File: config.mk
export PLATFORM = sky130hd
export DESIGN_NAME = weight_stream_loader
export DESIGN_NICKNAME = d
export VERILOG_FILES = /design/src/rtl/lstm_mem_pkg.sv /design/src/rtl/weight_stream_loader.sv
export SDC_FILE = /design/constraint.sdc
export NUM_CORES = 1
export LEC_CHECK = 0
export BUFFER_PORTS_ARGS = -buffer_cell sky130_fd_sc_hd__buf_4
export CAP_MARGIN = 30
export CORE_UTILIZATION = 50
export CTS_CLUSTER_DIAMETER = 60
export DETAILED_ROUTE_END_ITERATION = 6
export MAX_ROUTING_LAYER = met4
export PLACE_DENSITY_LB_ADDON = 0.2
export SYNTH_ARGS = -nofsm -noshare
export SYNTH_HDL_FRONTEND = slang
export SYNTH_SLANG_ARGS = --single-unit
File: constraint.sdc
create_clock -name clk -period 2.62 [get_ports clk]
set_input_delay 0.131 -clock clk [delete_from_list [all_inputs] [get_ports clk]]
set_output_delay 0.131 -clock clk [all_outputs]
set_load 0.05 [all_outputs]
File: src/rtl/lstm_mem_pkg.sv
// lstm_mem_pkg
//   Types and defaults shared by the LSTM weight memory blocks.
//   - load_state_e : weight loader FSM encoding
//   - DEF_RAM_*    : default geometry of the weight RAM instances
package lstm_mem_pkg;

  localparam int DEF_RAM_WIDTH = 16;
  localparam int DEF_RAM_DEPTH = 400;
  localparam int DEF_RAM_ADDR  = 9;

  typedef enum logic [1:0] {
    ST_IDLE = 2'd0,
    ST_LOAD = 2'd1,
    ST_SCAN = 2'd2,
    ST_DONE = 2'd3
  } load_state_e;

endpackage

File: src/rtl/weight_stream_loader.sv
// weight_stream_loader
//   Converts a valid/ready stream of weight words into sequential write
//   strobes for a single-port weight RAM (addresses 0..RAM_DEPTH-1). Once the
//   last word is written, ce0 is held high for SCAN_LEN cycles so the RAM's
//   free-running scan refreshes every slot of its flat output bus, then
//   weights_ready is raised until the next start.
// Ports
//   clk, rst_n      clock, asynchronous active-low reset
//   start           1-cycle pulse, starts a load from IDLE or DONE
//   s_valid/s_ready stream handshake; s_data word, s_last end-of-load marker
//   ce1/we1/addr1/win  RAM write port (registered, 1-cycle strobe per word)
//   ce0             RAM scan/read enable
//   busy            loading or scanning
//   weights_ready   level, RAM contents complete and refreshed
//   err             sticky s_last position error, cleared by start
//
// state   | meaning
// --------+----------------------------------------------------------
// ST_IDLE | waiting for start (after reset or an aborted load)
// ST_LOAD | accepting words, one write strobe per transfer
// ST_SCAN | ce0 held high while the RAM scan sweeps all entries
// ST_DONE | weights_ready high, waiting for start
module weight_stream_loader
  import lstm_mem_pkg::*;
#(
  parameter int RAM_WIDTH = DEF_RAM_WIDTH,
  parameter int RAM_DEPTH = DEF_RAM_DEPTH,
  parameter int RAM_ADDR  = DEF_RAM_ADDR,
  parameter int SCAN_LEN  = RAM_DEPTH + 1
) (
  input  logic                 clk,
  input  logic                 rst_n,
  input  logic                 start,
  input  logic                 s_valid,
  output logic                 s_ready,
  input  logic [RAM_WIDTH-1:0] s_data,
  input  logic                 s_last,
  output logic                 ce1,
  output logic                 we1,
  output logic [RAM_ADDR-1:0]  addr1,
  output logic [RAM_WIDTH-1:0] win,
  output logic                 ce0,
  output logic                 busy,
  output logic                 weights_ready,
  output logic                 err
);

  localparam int SW = $clog2(SCAN_LEN + 1);
  localparam logic [RAM_ADDR-1:0] LAST_ADDR = RAM_ADDR'(RAM_DEPTH - 1);

  load_state_e         state;
  logic [RAM_ADDR-1:0] wcnt;
  logic [SW-1:0]       scnt;
  logic                xfer;

  assign xfer = s_valid && s_ready;

  always_ff @(posedge clk or negedge rst_n) begin
    if (!rst_n) begin
      state         <= ST_IDLE;
      wcnt          <= '0;
      scnt          <= '0;
      s_ready       <= 1'b0;
      ce1           <= 1'b0;
      we1           <= 1'b0;
      addr1         <= '0;
      win           <= '0;
      ce0           <= 1'b0;
      busy          <= 1'b0;
      weights_ready <= 1'b0;
      err           <= 1'b0;
    end else begin
      ce1 <= 1'b0;
      we1 <= 1'b0;
      case (state)
        ST_IDLE, ST_DONE: begin
          if (start) begin
            state         <= ST_LOAD;
            s_ready       <= 1'b1;
            busy          <= 1'b1;
            weights_ready <= 1'b0;
            err           <= 1'b0;
            wcnt          <= '0;
          end
        end
        ST_LOAD: begin
          if (xfer) begin
            // Every accepted word is written, including one that aborts the load.
            ce1   <= 1'b1;
            we1   <= 1'b1;
            addr1 <= wcnt;
            win   <= s_data;
            if (wcnt == LAST_ADDR) begin
              // wcnt stays at the last address; it is cleared by the next start.
              state   <= ST_SCAN;
              s_ready <= 1'b0;
              ce0     <= 1'b1;
              scnt    <= SW'(SCAN_LEN);
              if (!s_last) err <= 1'b1;
            end else if (s_last) begin
              state   <= ST_IDLE;
              s_ready <= 1'b0;
              busy    <= 1'b0;
              err     <= 1'b1;
            end else begin
              wcnt <= wcnt + 1'b1;
            end
          end
        end
        ST_SCAN: begin
          // Down-counter loaded with SCAN_LEN; terminal count 1 ends the scan
          // so ce0 covers exactly SCAN_LEN cycles.
          if (scnt == SW'(1)) begin
            state         <= ST_DONE;
            ce0           <= 1'b0;
            busy          <= 1'b0;
            weights_ready <= 1'b1;
            scnt          <= '0;
          end else begin
            scnt <= scnt - 1'b1;
          end
        end
        default: state <= ST_IDLE;
      endcase
    end
  end

endmodule
## Word-level counts from Yosys, hierarchy flattened

Cells that the tools add are included.

| storage, ports and cells | value |
|---|---|
| output and inout bits | 32 |
| register bits after elaboration | 51 |

| operators by class | value |
|---|---|
| reductions and logical operators | 15 |
| muxes and demuxes | 37 |
| add/sub/neg operators | 2 |
| equality and inequality tests | 14 |

Operators with widths:

| cell | number |
|---|---|
| 9-bit two-way mux | 7 |
| 9-bit one-hot mux with 2 select lines | 2 |
| 1-bit two-way mux | 17 |
| 5-bit AND reduction | 3 |
| 2-bit != test (second input constant) | 7 |
| 4-bit AND reduction | 3 |
| 2-bit two-way mux | 5 |
| 9-bit by 1-bit adder with 9-bit output (second input constant) | 1 |
| 9-bit by 1-bit == test with 1-bit output (second input constant) | 1 |
| 9-bit == test (second input constant) | 1 |
| 9-bit by 1-bit subtractor with 9-bit output (second input constant) | 1 |
| 1-bit one-hot mux with 2 select lines | 4 |
| 3-bit != test (second input constant) | 2 |
| 2-bit one-hot mux with 3 select lines | 1 |
| 3-bit AND reduction | 2 |
| 2-bit nonzero test | 3 |
| 2-bit == test (second input constant) | 2 |
| 1-bit one-hot mux with 3 select lines | 1 |
| 2-bit by 1-bit == test with 1-bit output (second input constant) | 1 |
| 2-bit logical NOT | 1 |
| 2-bit AND reduction | 1 |
| 2-bit OR reduction | 1 |
| 1-bit logical AND | 1 |

## Logic depth before layout (Yosys ltp)

| depth | value |
|---|---|
| depth in word-level cells | 5 |
| gate-level depth with buffers | 7 |
| gate-level depth less buffers | 7 |

## Worst setup path after synthesis

Ideal clock, no wire load.

| path | value |
|---|---|
| path kind | register to register |
| start point | register state[0] |
| end point | register wcnt[1] |
| required time | 2.541 ns |
| setup slack | 0.728 ns |
| arrival | 1.813 ns |
| cell stages (with the launch flop) | 7 |
| path through | dfrtp_1 > inv_1 > ha_1 > nor2b_1 > or3_1 > a21oi_2 > mux2i_1 |

| between the ends | value |
|---|---|
| cells in the longest elaborated chain, start to end | 4 |
| elaborated cells on any way between the ends | 11 |
| those cells by class | eq/ne (6); mux (1); reduce/logical (4) |

RTL lines:

| element | line | source |
|---|---|---|
| start, declared | weight_stream_loader.sv:51 | `load_state_e state;` |
| start signal, assigned | weight_stream_loader.sv:60 | `state <= ST_IDLE;` |
| start signal, assigned | weight_stream_loader.sv:78 | `state <= ST_LOAD;` |
| start signal, assigned | weight_stream_loader.sv:95 | `state <= ST_SCAN;` |
| 2-bit == test or 2-bit logical NOT (tied branches) | weight_stream_loader.sv:75 | `case (state)` |
| 2-bit OR reduction | weight_stream_loader.sv:75 |  |
| 2-bit != test (no source line) or 2-bit nonzero test (tied branches) | -- |  |
| 5-bit AND reduction (no source line) | -- |  |
| end signal, assigned | weight_stream_loader.sv:106 | `wcnt <= wcnt + 1'b1;` |
| end, declared | weight_stream_loader.sv:52 | `logic [RAM_ADDR-1:0] wcnt;` |

Parallel ways exist; a longest one is shown, timed or not.
A chain may end at the register's enable or synchronous reset.

## Final worst setup path

Same ends and word-level chain as after synthesis.

==> flow_metrics.env <==
export IMPL_vdd_ir_drop_worst_mv=0.647
export IMPL_cts_resized=0
export IMPL_antenna_violating_nets_post_route=0
export IMPL_reg2reg_setup_slack_ns=0.49
export IMPL_most_used_flip_flop_cell_after_synthesis="sky130_fd_sc_hd__dfrtp_1"
export IMPL_power_w=0.00330
export IMPL_power_density_nw_per_um2=1070
export IMPL_multi_input_comb_area_um2=1160
export IMPL_area_growth_synth_to_final_pct=21.6
export IMPL_cts_htree_levels=2
export IMPL_io_buffers=52
export IMPL_pin_count=53
export IMPL_number_of_max_cap_violations=0
export IMPL_grt_setup_unrepaired="no"
export IMPL_synth_most_common_cell="sky130_fd_sc_hd__nand2_1"
export IMPL_ys_seq_area_share_pct=50.3
export IMPL_fmax_ghz=0.469
export IMPL_final_cell_count_no_fill=387
export IMPL_timing_critical_path_slowest_cell_delay_ns=0.48
export IMPL_layout_core_utilization_pct=64.1
export IMPL_grt_usage_pct=21.8
export IMPL_synth_area_leader="sky130_fd_sc_hd__dfrtp_1"
export IMPL_cp_cell_sequence="inv_1, ha_1, nor2b_1, or3_1, a21oi_2, mux2i_1"
export IMPL_antenna_found_initial=0
export IMPL_synthesis_area_um2=2540
export IMPL_synth_top_cells_by_area="sky130_fd_sc_hd__dfrtp_1 50%, sky130_fd_sc_hd__nand2_1 11%, sky130_fd_sc_hd__ha_1 3.0%, sky130_fd_sc_hd__o21ai_1 2.8%, sky130_fd_sc_hd__o21ai_0 1.8%"
export IMPL_critPathCaptureType="flip-flop"
export IMPL_critical_path_slowest_cell="sky130_fd_sc_hd__or3_1"
export IMPL_synth_seq_cells=51
export IMPL_drc=0
export IMPL_timing_hold_violations_final=0
export IMPL_die_area_um2=5370
export IMPL_worst_path_bufs_invs=1
export IMPL_clock_path_buffers=2
export IMPL_syn_instance_count=266
export IMPL_hpwlAfterDp_mm=3.65
export IMPL_fin_skew_ns=0.00396
export IMPL_synth_lib_cells_used_distinct=54
export IMPL_final_min_period_over_clock_period_pct=81.3
export IMPL_rows=25
export IMPL_worst_slew_pin_slew_ns=0.632
export IMPL_run_status="finished, final reports clean"
export IMPL_criticalPathCategory="flip-flop to flip-flop"
export IMPL_fillCellCount=408
export IMPL_gr_total_overflow=0
export IMPL_start_util_pct=52.7
export IMPL_cp_arrival_ns=2.36
export IMPL_synth_top_cell_area_share_pct=50.3
export IMPL_final_total_negative_setup_slack_ns=0
export IMPL_clock_sinks=51
export IMPL_slew_violations=0
export IMPL_worst_path_max_fanout=7
export IMPL_detail_route_wl_per_cell_um=13.3
export IMPL_power_leakage_nw=1.47
export IMPL_avgSynthCellArea_um2=9.54
export IMPL_via_count=2133
export IMPL_synth_edff_count=0
export IMPL_synthArstFlopShare_pct=100
export IMPL_dieWidth_um=73.3
export IMPL_via_count_of_the_first_global_routing_pass=1950
export IMPL_finalWeightedCongestion=0.858
export IMPL_cts_tree="built"
export IMPL_total_clock_buffers_created_by_cts=5
export IMPL_synth_common_cells="72 x sky130_fd_sc_hd__nand2_1, 51 x sky130_fd_sc_hd__dfrtp_1, 14 x sky130_fd_sc_hd__o21ai_1"
export IMPL_slew_limit_headroom_pct=57.8
export IMPL_fp_coreArea_um2=4820
export IMPL_path_class_of_the_lowest_slack_min_delay_path="input port to flip-flop"
export IMPL_initialDrtViolationCount=110
export IMPL_antenna_cells_inserted=0
export IMPL_maximum_number_of_pins_on_one_net_before_global_route_repair=52
export IMPL_final_period_minus_worst_setup_slack_ns=2.13
export IMPL_syn_nets=293
export IMPL_post_route_cells_drive_above_1_share_pct=24.4
export IMPL_viasPerCell=5.51
export IMPL_crit_required_ns=2.85
export IMPL_clk_pin_slew_ns=0.09
export IMPL_crit_path_start_kind="flip-flop"
export IMPL_ff_latch_area_um2=1280
export IMPL_setup_viol=0
export IMPL_die_h_um=73.3
export IMPL_cp_top_family="simple AND/OR/NAND/NOR gates"
export IMPL_grt_first_pass_wirelength_mm=8.78
export IMPL_drt_wl_total_mm=5.15
export IMPL_clock_root_buffer="sky130_fd_sc_hd__clkbuf_8"
export IMPL_clk_lat_worst_skew_ns=0.30
export IMPL_synth_warning_count=0
export IMPL_firstDrtPassIters=7
export IMPL_dp_cells=378
export IMPL_layout_nets=346
[state kept, by name (all words and copies together), names as in the netlist]
signal         count
ce0                1
state              2
wcnt               9
win               16
scnt               9
busy               1
err                1
we1                1
weights_ready      1
s_ready            1
addr1              9
[cells by family after synthesis]
group | count (synthesis) | synth area share, %
adder cells (fa/ha/maj) | 6 | 2.96
AO/OA/AOI/OAI | 65 | 19.0
multiplexers | 3 | 1.18
buffers and inverters | 25 | 4.19
AND/OR/NAND/NOR | 116 | 22.4
flip-flops | 51 | 50.3
[cell type report]
cell class                      instances  area share, %
Sequential cell                        51           41.3
Multi-Input combinational cell        190           37.4
Timing Repair Buffer                   57           13.9
Tap cell                               67           2.71
Clock buffer                            5           2.23
Inverter                               14           1.70
Clock inverter                          3          0.648
[repair_timing]
action                     4_1_cts  5_1_grt
setup buffers                    0        0
hold endpoints to repair        51        0
hold buffers                     1        0
setup endpoints to repair        0        0
[cell usage in the layout, fill, tap and decap left out, drive strengths merged, types with 4 or more instances in the layout]
| cell | count |
|---|---|
| a21oi | 5 |
| a22o | 5 |
| a31oi | 4 |
| buf | 56 |
| clkbuf | 5 |
| dfrtp | 51 |
| ha | 6 |
| inv | 14 |
| nand2 | 72 |
| nand3 | 4 |
| nor2 | 8 |
| nor3 | 8 |
| o21ai | 23 |
| o31ai | 6 |
| or3 | 7 |
[metrics by stage]
| step | area (um2) | hold slack (ns) | worst slack (ns) |
|---|---|---|---|
| floorplan | 2540 | -0.165 | 0.728 |
| global placement | 2990 | 0.192 | 0.579 |
| detailed placement | 2990 | 0.197 | 0.498 |
| CTS | 3090 | 0.00956 | 0.468 |
| global route | 3090 | 0.00219 | 0.307 |
| finish | 3090 | 0.0173 | 0.489 |
[tightest hold or removal path, stage by stage]
cell and delay [ns]:
sky130_fd_sc_hd__buf_4 0.07, sky130_fd_sc_hd__nand2_1 0.04, sky130_fd_sc_hd__nand2_1 0.05
[metal layers]
| layer | up-vias | share of wire, % | GRT usage [%] |
|---|---|---|---|
| met5 | - | 0 | - |
| met4 | 0 | 0.93 | 5.23 |
| met3 | 6 | 5.9 | 4.94 |
| met2 | 69 | 47 | 35.5 |
| met1 | 1003 | 46 | 27.7 |
| li1 | 1055 | - | - |
[final timing paths]
check,start,to,depth (start not counted)
setup reg to reg,state[0],wcnt[1],6
max in group asynchronous,rst_n,scnt[3],2
min in group asynchronous,rst_n,we1,2
setup / recovery,state[0],wcnt[1],6
hold / removal,s_data[0],win[0],3
hold reg to reg,addr1[4],addr1[4],2
[power by group]
group | internal (W) | leakage, nW | switching, W | total [W]
clock network | 0.000186 | 0.0402 | 0.000256 | 0.000442
logic | 0.000508 | 0.770 | 0.00116 | 0.00167
registers | 0.00101 | 0.660 | 0.000172 | 0.00119
total | 0.00171 | 1.47 | 0.00159 | 0.00330
Power figures use the tool's default switching activity.
